===== config.mk =====
export PLATFORM = sky130hd
export DESIGN_NAME = kanagawa_multi_register_fifo_flat
export DESIGN_NICKNAME = d
export VERILOG_FILES = /design/src/rtl/kanagawa_fifo_pkg.sv /design/src/rtl/kanagawa_multi_register_fifo_if.sv /design/src/rtl/kanagawa_wrap_counter.sv /design/src/rtl/kanagawa_multi_register_fifo.sv /design/src/flat_wrapper.sv
export SDC_FILE = /design/constraint.sdc
export NUM_CORES = 1
export LEC_CHECK = 0
export ABC_CLOCK_PERIOD_IN_PS = 5100
export CORE_MARGIN = 2
export CORE_UTILIZATION = 51
export DETAILED_ROUTE_END_ITERATION = 8
export DONT_BUFFER_PORTS = 1
export PLACE_DENSITY = 0.71
export SKIP_LAST_GASP = 1
export SYNTH_ARGS = -nofsm -noshare
export SYNTH_HDL_FRONTEND = slang
export SYNTH_HIERARCHICAL = 1
export SYNTH_SLANG_ARGS = --single-unit

===== constraint.sdc =====
create_clock -name clock -period 5.1 [get_ports clock]
set_input_delay 1.275 -clock clock [delete_from_list [all_inputs] [get_ports clock]]
set_output_delay 1.275 -clock clock [all_outputs]
set_load 0.01 [all_outputs]

===== src/rtl/kanagawa_fifo_pkg.sv =====
// Shared helpers for the kanagawa FIFO family: status flag bundle, flag
// computation from the next occupancy count, and the sticky error update.
package kanagawa_fifo_pkg;

  typedef struct packed {
    logic full;
    logic almost_full;
    logic empty;
    logic almost_empty;
  } fifo_status_t;

  // Flags derive purely from the post-update count so they can be registered.
  function automatic fifo_status_t calc_status(input int cnt_next,
                                               input int depth,
                                               input int almostfull_entries);
    fifo_status_t s;
    s.full         = (cnt_next >= depth);
    s.almost_full  = (cnt_next + almostfull_entries >= depth);
    s.empty        = (cnt_next == 0);
    s.almost_empty = (cnt_next <= 1);
    return s;
  endfunction

  function automatic logic sticky_error(input logic err_q,
                                        input logic overflow,
                                        input logic underflow);
    return err_q | overflow | underflow;
  endfunction

endpackage


===== src/rtl/kanagawa_multi_register_fifo_if.sv =====
// Write/read/status bundle of the multi-register FIFO; the FIFO takes the
// slave modport, the surrounding pipeline stages the master modport.
interface kanagawa_multi_register_fifo_if #(
  parameter int WIDTH     = 32,
  parameter int LOG_DEPTH = 2
);
  logic                 wrreq;
  logic [WIDTH-1:0]     data;
  logic                 full;
  logic                 almost_full;
  logic [LOG_DEPTH:0]   usedw;
  logic                 rdreq;
  logic                 empty;
  logic                 almost_empty;
  logic [WIDTH-1:0]     q;
  logic                 error;

  modport master (
    output wrreq, data, rdreq,
    input  full, almost_full, usedw, empty, almost_empty, q, error
  );

  modport slave (
    input  wrreq, data, rdreq,
    output full, almost_full, usedw, empty, almost_empty, q, error
  );
endinterface


===== src/rtl/kanagawa_wrap_counter.sv =====
// Pointer with increment enable that wraps from MAX-1 back to 0, so it works
// for depths that are not a power of two.
module kanagawa_wrap_counter #(
  parameter int MAX   = 4,
  parameter int WIDTH = 2
) (
  input  logic             clock,
  input  logic             rst,
  input  logic             inc,
  output logic [WIDTH-1:0] value
);

  always_ff @(posedge clock) begin
    if (rst) begin
      value <= '0;
    end else if (inc) begin
      value <= (value == WIDTH'(MAX - 1)) ? '0 : value + 1'b1;
    end
  end

endmodule


===== src/rtl/kanagawa_multi_register_fifo.sv =====
// Flop-based show-ahead FIFO sustaining one write and one read per cycle.
// Optional sticky error flag enabled by KANAGAWA_FIFO_ERROR_CHECK_EN.
module kanagawa_multi_register_fifo
  import kanagawa_fifo_pkg::*;
#(
  parameter int WIDTH              = 32,
  parameter int DEPTH              = 4,
  parameter int LOG_DEPTH          = $clog2(DEPTH),
  parameter int ALMOSTFULL_ENTRIES = 1,
  parameter int USE_LUTRAM         = 0
) (
  input  logic clock,
  input  logic rst,
  kanagawa_multi_register_fifo_if.slave bus
);

  localparam int CntW = LOG_DEPTH + 1;

  logic [WIDTH-1:0]     mem [DEPTH];
  logic [LOG_DEPTH-1:0] wp;
  logic [LOG_DEPTH-1:0] rp;
  logic [CntW-1:0]      cnt;
  logic [CntW-1:0]      cnt_next;
  fifo_status_t         status;
  logic                 acc_wr;
  logic                 acc_rd;

  // Storage is always flops here; the LUTRAM hint has no effect.
  if (USE_LUTRAM != 0) begin : g_lutram_hint_ignored
  end

  assign acc_wr = bus.wrreq && !status.full;
  assign acc_rd = bus.rdreq && !status.empty;

  always_comb begin
    cnt_next = cnt + CntW'(acc_wr) - CntW'(acc_rd);
  end

  always_ff @(posedge clock) begin
    if (rst) begin
      cnt    <= '0;
      status <= calc_status(0, DEPTH, ALMOSTFULL_ENTRIES);
    end else begin
      cnt    <= cnt_next;
      status <= calc_status(int'(cnt_next), DEPTH, ALMOSTFULL_ENTRIES);
    end
  end

  // Contents are deliberately left unreset; q is only meaningful when not empty.
  always_ff @(posedge clock) begin
    if (acc_wr) begin
      mem[wp] <= bus.data;
    end
  end

  kanagawa_wrap_counter #(.MAX(DEPTH), .WIDTH(LOG_DEPTH)) u_wp (
    .clock (clock),
    .rst   (rst),
    .inc   (acc_wr),
    .value (wp)
  );

  kanagawa_wrap_counter #(.MAX(DEPTH), .WIDTH(LOG_DEPTH)) u_rp (
    .clock (clock),
    .rst   (rst),
    .inc   (acc_rd),
    .value (rp)
  );

  assign bus.q            = mem[rp];
  assign bus.usedw        = cnt;
  assign bus.full         = status.full;
  assign bus.almost_full  = status.almost_full;
  assign bus.empty        = status.empty;
  assign bus.almost_empty = status.almost_empty;

`ifdef KANAGAWA_FIFO_ERROR_CHECK_EN
  logic error_q;

  always_ff @(posedge clock) begin
    if (rst) begin
      error_q <= 1'b0;
    end else begin
      error_q <= sticky_error(error_q, bus.wrreq && status.full,
                              bus.rdreq && status.empty);
    end
  end

  assign bus.error = error_q;

  a_no_overflow_underflow : assert property (
    @(posedge clock) disable iff (rst)
      !((bus.wrreq && status.full) || (bus.rdreq && status.empty))
  );
`else
  assign bus.error = 1'b0;
`endif

endmodule


===== src/flat_wrapper.sv =====
// flat-port wrapper written by rule: the top's interface ports become plain ports
module kanagawa_multi_register_fifo_flat import kanagawa_fifo_pkg::*;
#(
  parameter int WIDTH              = 32,
  parameter int DEPTH              = 4,
  parameter int LOG_DEPTH          = $clog2(DEPTH),
  parameter int ALMOSTFULL_ENTRIES = 1,
  parameter int USE_LUTRAM         = 0
)
  (clock, rst, bus_wrreq, bus_data, bus_rdreq, bus_full, bus_almost_full, bus_usedw, bus_empty, bus_almost_empty, bus_q, bus_error);
  kanagawa_multi_register_fifo_if #(.WIDTH(WIDTH), .LOG_DEPTH(LOG_DEPTH)) bus_i ();
  input  logic clock;
  input  logic rst;
  input wire logic [$bits(bus_i.wrreq)-1:0] bus_wrreq;
  input wire logic [$bits(bus_i.data)-1:0] bus_data;
  input wire logic [$bits(bus_i.rdreq)-1:0] bus_rdreq;
  output wire logic [$bits(bus_i.full)-1:0] bus_full;
  output wire logic [$bits(bus_i.almost_full)-1:0] bus_almost_full;
  output wire logic [$bits(bus_i.usedw)-1:0] bus_usedw;
  output wire logic [$bits(bus_i.empty)-1:0] bus_empty;
  output wire logic [$bits(bus_i.almost_empty)-1:0] bus_almost_empty;
  output wire logic [$bits(bus_i.q)-1:0] bus_q;
  output wire logic [$bits(bus_i.error)-1:0] bus_error;
  assign bus_i.wrreq = bus_wrreq;
  assign bus_i.data = bus_data;
  assign bus_i.rdreq = bus_rdreq;
  assign bus_full = bus_i.full;
  assign bus_almost_full = bus_i.almost_full;
  assign bus_usedw = bus_i.usedw;
  assign bus_empty = bus_i.empty;
  assign bus_almost_empty = bus_i.almost_empty;
  assign bus_q = bus_i.q;
  assign bus_error = bus_i.error;
  kanagawa_multi_register_fifo #(.WIDTH(WIDTH), .DEPTH(DEPTH), .LOG_DEPTH(LOG_DEPTH), .ALMOSTFULL_ENTRIES(ALMOSTFULL_ENTRIES), .USE_LUTRAM(USE_LUTRAM)) u_core (.clock(clock), .rst(rst), .bus(bus_i));
endmodule

==> reports/metrics.csv, run 1 <==
metric,value,unit
outcome,completed,
critPathKind,reg -> out,
die_area,0.0109,mm^2
grt_max_degree,35,
hold_class,reg -> reg,
grt_pass1_wl,11800,um
tritoncts,done,
ys_ff_latch,138,
seq_area_frac_synth,0.784,
setup_viol,0,
synthesis.area,0.00516,mm^2
power.total,0.00292,W
clk_latency,0.49,ns
synth_xor_area_frac,0.00898,
cts_sinks,138,
wl_per_cell,20.5,um
coreArea,0.00977,mm^2
root_buffer,clkbuf_8,
maxSlewHeadroom,0.220,
clkTransAtPathRegs,0.06,ns
antenna_found_initial,0,
initial_utilization,0.528,
postCtsSetupBuffers,0,
wl_met2,4170,um
drv_cap,0,
tightest_slew,1.16,ns
period_share,0.706,
hold_buffers,0,
synth_cell_type_count,26,
ctsLongestPathBuffers,2,
drc,0,
fmax,278,MHz
grt.total_usage,0.149,
dieWidth,105,um
ys.warnings.count,6,
synth.avg_cell_area,24.0,um^2
highest_layer,met4,
htree_levels,4,
crit_path_end_kind,primary output,
arrival,2.33,ns
fin_setup_tns,0,ns
muxShareOfSynthArea,0.145,
cts_made_buffers,17,
syn_inst,215,
cp.required,3.83,ns
cts-resized-gates,0,
grt_pass1_vias,2232,
yosys_most_used_dff,edfxtp_1,
synth_simple_gate_area_frac,0.0187,
port_buffers,0,
nNetsFinal,271,
gp_congestion,0.693,
synth_top_family_by_area,multiplexers,
synth_fp_nets,256,
p_leak,1.87,nW
finalHoldViolations,0,
drive_above_1_share,0.272,
synth_compound_area_frac,0.00534,
period_needed,3.60,ns
dp_slack,1.93,ns
grt_setup_unrepaired,no,
viasPerCell,5.48,
placed_area,0.00529,mm^2
ir_drop,0.298,mV
wl_met3,447,um
cp_max_fo,25,
setup_ws,1.50,ns
dpl.hpwl,4640,um
slew_violations,0,
num_antenna_cells,0,
met1_length,3050,um
synthArstFlopShare,0,
skew,0.00838,ns
first_iter_violations,83,
syn2layout_area_growth,12.8,%
synth_fa_ha_area_frac,0.0136,
ios,76,
worstSetupStartpointType,flip-flop,
rows,36,
dr.pass1.iters,4,
synth_edf_count,128,
p_per_area,502,mW/mm^2
grt.overflow.total,0,
wirelength,7710,um
fin_area,0.00582,mm^2
vias,2059,
postRouteAntennaNets,0,
fp.dieH,105,um
[power by group]
part	switching (W)	internal, W
clock	0.000420	0.000640
combinational	0.000207	0.000203
sequential	0.0000817	0.00137
total	0.000709	0.00221
[metal layers]
metal / vias up / track usage
li1: 920 / -
met1: 1091 / 0.163
met2: 44 / 0.258
met3: 4 / 0.0649
met4: 0 / 0.0550
met5: - / 0
[area by class of cell]
class	count	area, um^2
flip-flops and latches	138	4050
fillers	709	3960
repair buffers	5	50.0
clock buffers	19	422
clock inverters	13	104
inverters	5	18.8
multi-input cells	63	1010
well taps	133	166
[synthesized netlist by cell type, types with 2 or more instances]
cell type	n	share of area
inv_1	5	0.0036
dfxtp_1	10	0.039
nor2_1	3	0.0022
buf_4	2	0.0029
a21oi_1	3	0.0029
mux2i_1	2	0.0039
nor2b_1	3	0.0036
buf_12	3	0.012
edfxtp_1	128	0.75
nand2b_1	3	0.0036
buf_2	3	0.0029
mux4_2	30	0.13
or3b_1	2	0.0034
ha_1	4	0.0097
mux4_1	2	0.010
nor3b_1	2	0.0029
[registers in the layout, indices dropped and copies added (netlist names)]
| signal | count |
|---|---|
| u_core/bus.usedw | 3 |
| u_core/bus.almost_empty | 1 |
| u_core/u_rp/value | 2 |
| u_core/bus.almost_full | 1 |
| u_core/mem | 128 |
| u_core/bus.empty | 1 |
| u_core/u_wp/value | 2 |
[worst max-delay path, cell delays in order (launching register included)]
cell and delay [ns]:
dfxtp_2 0.88, buf_4 0.37, mux4_2 0.58
[cell families (layout without fill, tap and decap cells)]
group	Yosys count	in the layout
other cells	1	1
buf+inv	14	42
fa+ha+maj	5	5
simple gates	16	16
compound gates	5	5
mux	34	34
xor+xnor	2	2
flops	138	138
[per-stage QoR]
| stage | std cells | hold WS [ns] | utilization |
|---|---|---|---|
| floorplan | 215 | 0.477 | - |
| global placement | 344 | 0.532 | 0.541 |
| detailed placement | 344 | 0.545 | 0.541 |
| CTS | 376 | 0.562 | 0.595 |
| global route | 376 | 0.588 | 0.595 |
| finish | 376 | 0.555 | 0.595 |
[layout by cell type (no fill, tap or decap), types with 2 or more instances in the layout]
master,count
ha_1,4
clkinv_1,5
nor2b_1,3
nor3b_2,2
clkbuf_1,2
mux2i_1,2
clkinv_4,3
or3b_1,2
mux4_1,2
dfxtp_1,8
a21oi_1,3
nor2_1,3
nand2b_1,3
dfxtp_2,2
clkinvlp_4,2
buf_4,4
clkbuf_16,16
inv_1,5
edfxtp_1,128
mux4_2,30
[final timing paths]
check / from / to / slack, ns / cells past startpoint
worst max-delay path: u_core/u_rp/value[0] / bus_q[13] / 1.50 / 2
worst max register to register: u_core/bus.usedw[2] / u_core/bus.empty / 2.77 / 7
worst min-delay path: u_core/u_wp/value[0] / u_core/u_wp/value[0] / 0.55 / 2
worst min register to register: u_core/u_wp/value[0] / u_core/u_wp/value[0] / 0.55 / 2
Power figures use the tool's default switching activity.
==> inputs of run 2 (changes only) <==
- ABC_CLOCK_PERIOD_IN_PS: 5100 -> 3200
- PLACE_DENSITY: 0.71 -> 0.74
- clock period: 5.1 -> 3.2 ns (I/O delays scaled with it)
==> reports/metrics.csv, run 2 (synthesis results as in run 1) <==
metric,value,unit
period_needed,2.80,ns
dr.pass1.iters,4,
tritoncts,done,
cp_max_fo,20,
crit_path_end_kind,primary output,
grt_util_met1,0.196,
maxSlewHeadroom,0.391,
vias,2071,
fp.dieH,105,um
p_leak,1.96,nW
critPathKind,reg -> out,
max_stage_delay,0.61,ns
dpl.hpwl,4830,um
dp_slack,0.517,ns
arrival,2.00,ns
antenna_found_initial,0,
clk_latency,0.50,ns
wirelength,8080,um
cts-resized-gates,0,
setup_viol,0,
postRouteAntennaNets,0,
period_share,0.874,
cp.required,2.40,ns
finalHoldViolations,0,
postCtsSetupBuffers,0,
cts_sinks,138,
grt.overflow.total,0,
final_cell_mix,"edfxtp_1, mux4_2, clkbuf_16",
worstPathCellList,buf_4 -> mux4_2,
coreArea,0.00977,mm^2
met2_usage,0.270,
port_buffers,0,
slew_violations,0,
place_inst,348,
grt_setup_unrepaired,no,
holdWs,0.352,ns
grt_max_degree,35,
nNetsFinal,275,
grt_pass1_vias,2278,
fin_setup_tns,0,ns
wl_per_cell,21.3,um
drv_cap,0,
rows,36,
hold_buffers,0,
met3_usage,0.0593,
setup_ws,0.402,ns
outcome,completed,
syn2layout_area_growth,16.2,%
num_antenna_cells,0,
tightest_slew,0.913,ns
busiest_layer,met2,
ir_drop,0.443,mV
die_area,0.0109,mm^2
stdcell_count,380,
final_common_cell,edfxtp_1,
ios,76,
crit_slowest_cell,dfxtp_4,
fmax,357,MHz
gp_congestion,0.704,
clkTransAtPathRegs,0.06,ns
p_per_area,852,mW/mm^2
skew,0.00984,ns
largest_reg_flops,128,
dieWidth,105,um
first_iter_violations,86,
cp_num_buf_inv,1,
viasPerCell,5.45,
largest_register,u_core/mem,
worstSetupStartpointType,flip-flop,
grt.total_usage,0.164,
ctsLongestPathBuffers,2,
drive_above_1_share,0.308,
htree_levels,4,
initial_utilization,0.528,
power.total,0.00511,W
hold_class,in -> reg,
grt_pass1_wl,12900,um
cp_top_family,flip-flops,
root_buffer,clkbuf_8,
cts_made_buffers,17,
drc,0,
## run 2: worst register-to-register path, cell delays in order (launching register included)
cell and delay, ns:
dfxtp_1 0.40, nand2b_1 0.37, ha_1 0.38, inv_1 0.04, ha_1 0.18, fa_1 0.42, xnor3_1 0.37, o31ai_1 0.20
## run 2: final timing paths
check / start / to / slack [ns] / cells past startpoint
hold / removal: rst / u_core/bus.almost_full / 0.35 / 1
setup / recovery: u_core/u_rp/value[0] / bus_q[26] / 0.40 / 2
hold reg to reg: u_core/u_wp/value[0] / u_core/u_wp/value[0] / 0.60 / 2
setup reg to reg: u_core/bus.usedw[2] / u_core/bus.empty / 0.77 / 7
## run 2: cell type report
type / instances / area [um^2]
repair buffers: 9 / 80.1
clock inverters: 15 / 236
clock buffers: 17 / 414
well taps: 133 / 166
inverters: 5 / 18.8
fillers: 691 / 3780
flip-flops and latches: 138 / 4050
multi-input cells: 63 / 1030
## run 2: power breakdown
group,internal (W),total [W],switching [W]
logic,0.000335,0.000680,0.000345
clock network,0.00136,0.00212,0.000754
registers,0.00218,0.00231,0.000131
## run 2: stage by stage
stage	util	instance area (um^2)
after floorplan	-	5170
after global placement	0.546	5340
after detailed placement	0.546	5340
after CTS	0.613	5990
after global routing	0.613	5990
final	0.613	5990
## run 2: per-layer routing
metal	share of wire	routed length (um)
met2	0.53	4260
met4	0.012	95
met1	0.41	3320
met3	0.050	407
met5	0	0
==> inputs of run 3 (changes only) <==
- HOLD_SLACK_MARGIN: not set -> 0.12
==> results of run 3 <==
Same layout as run 2: the final DEF is identical, and so are final timing and power.
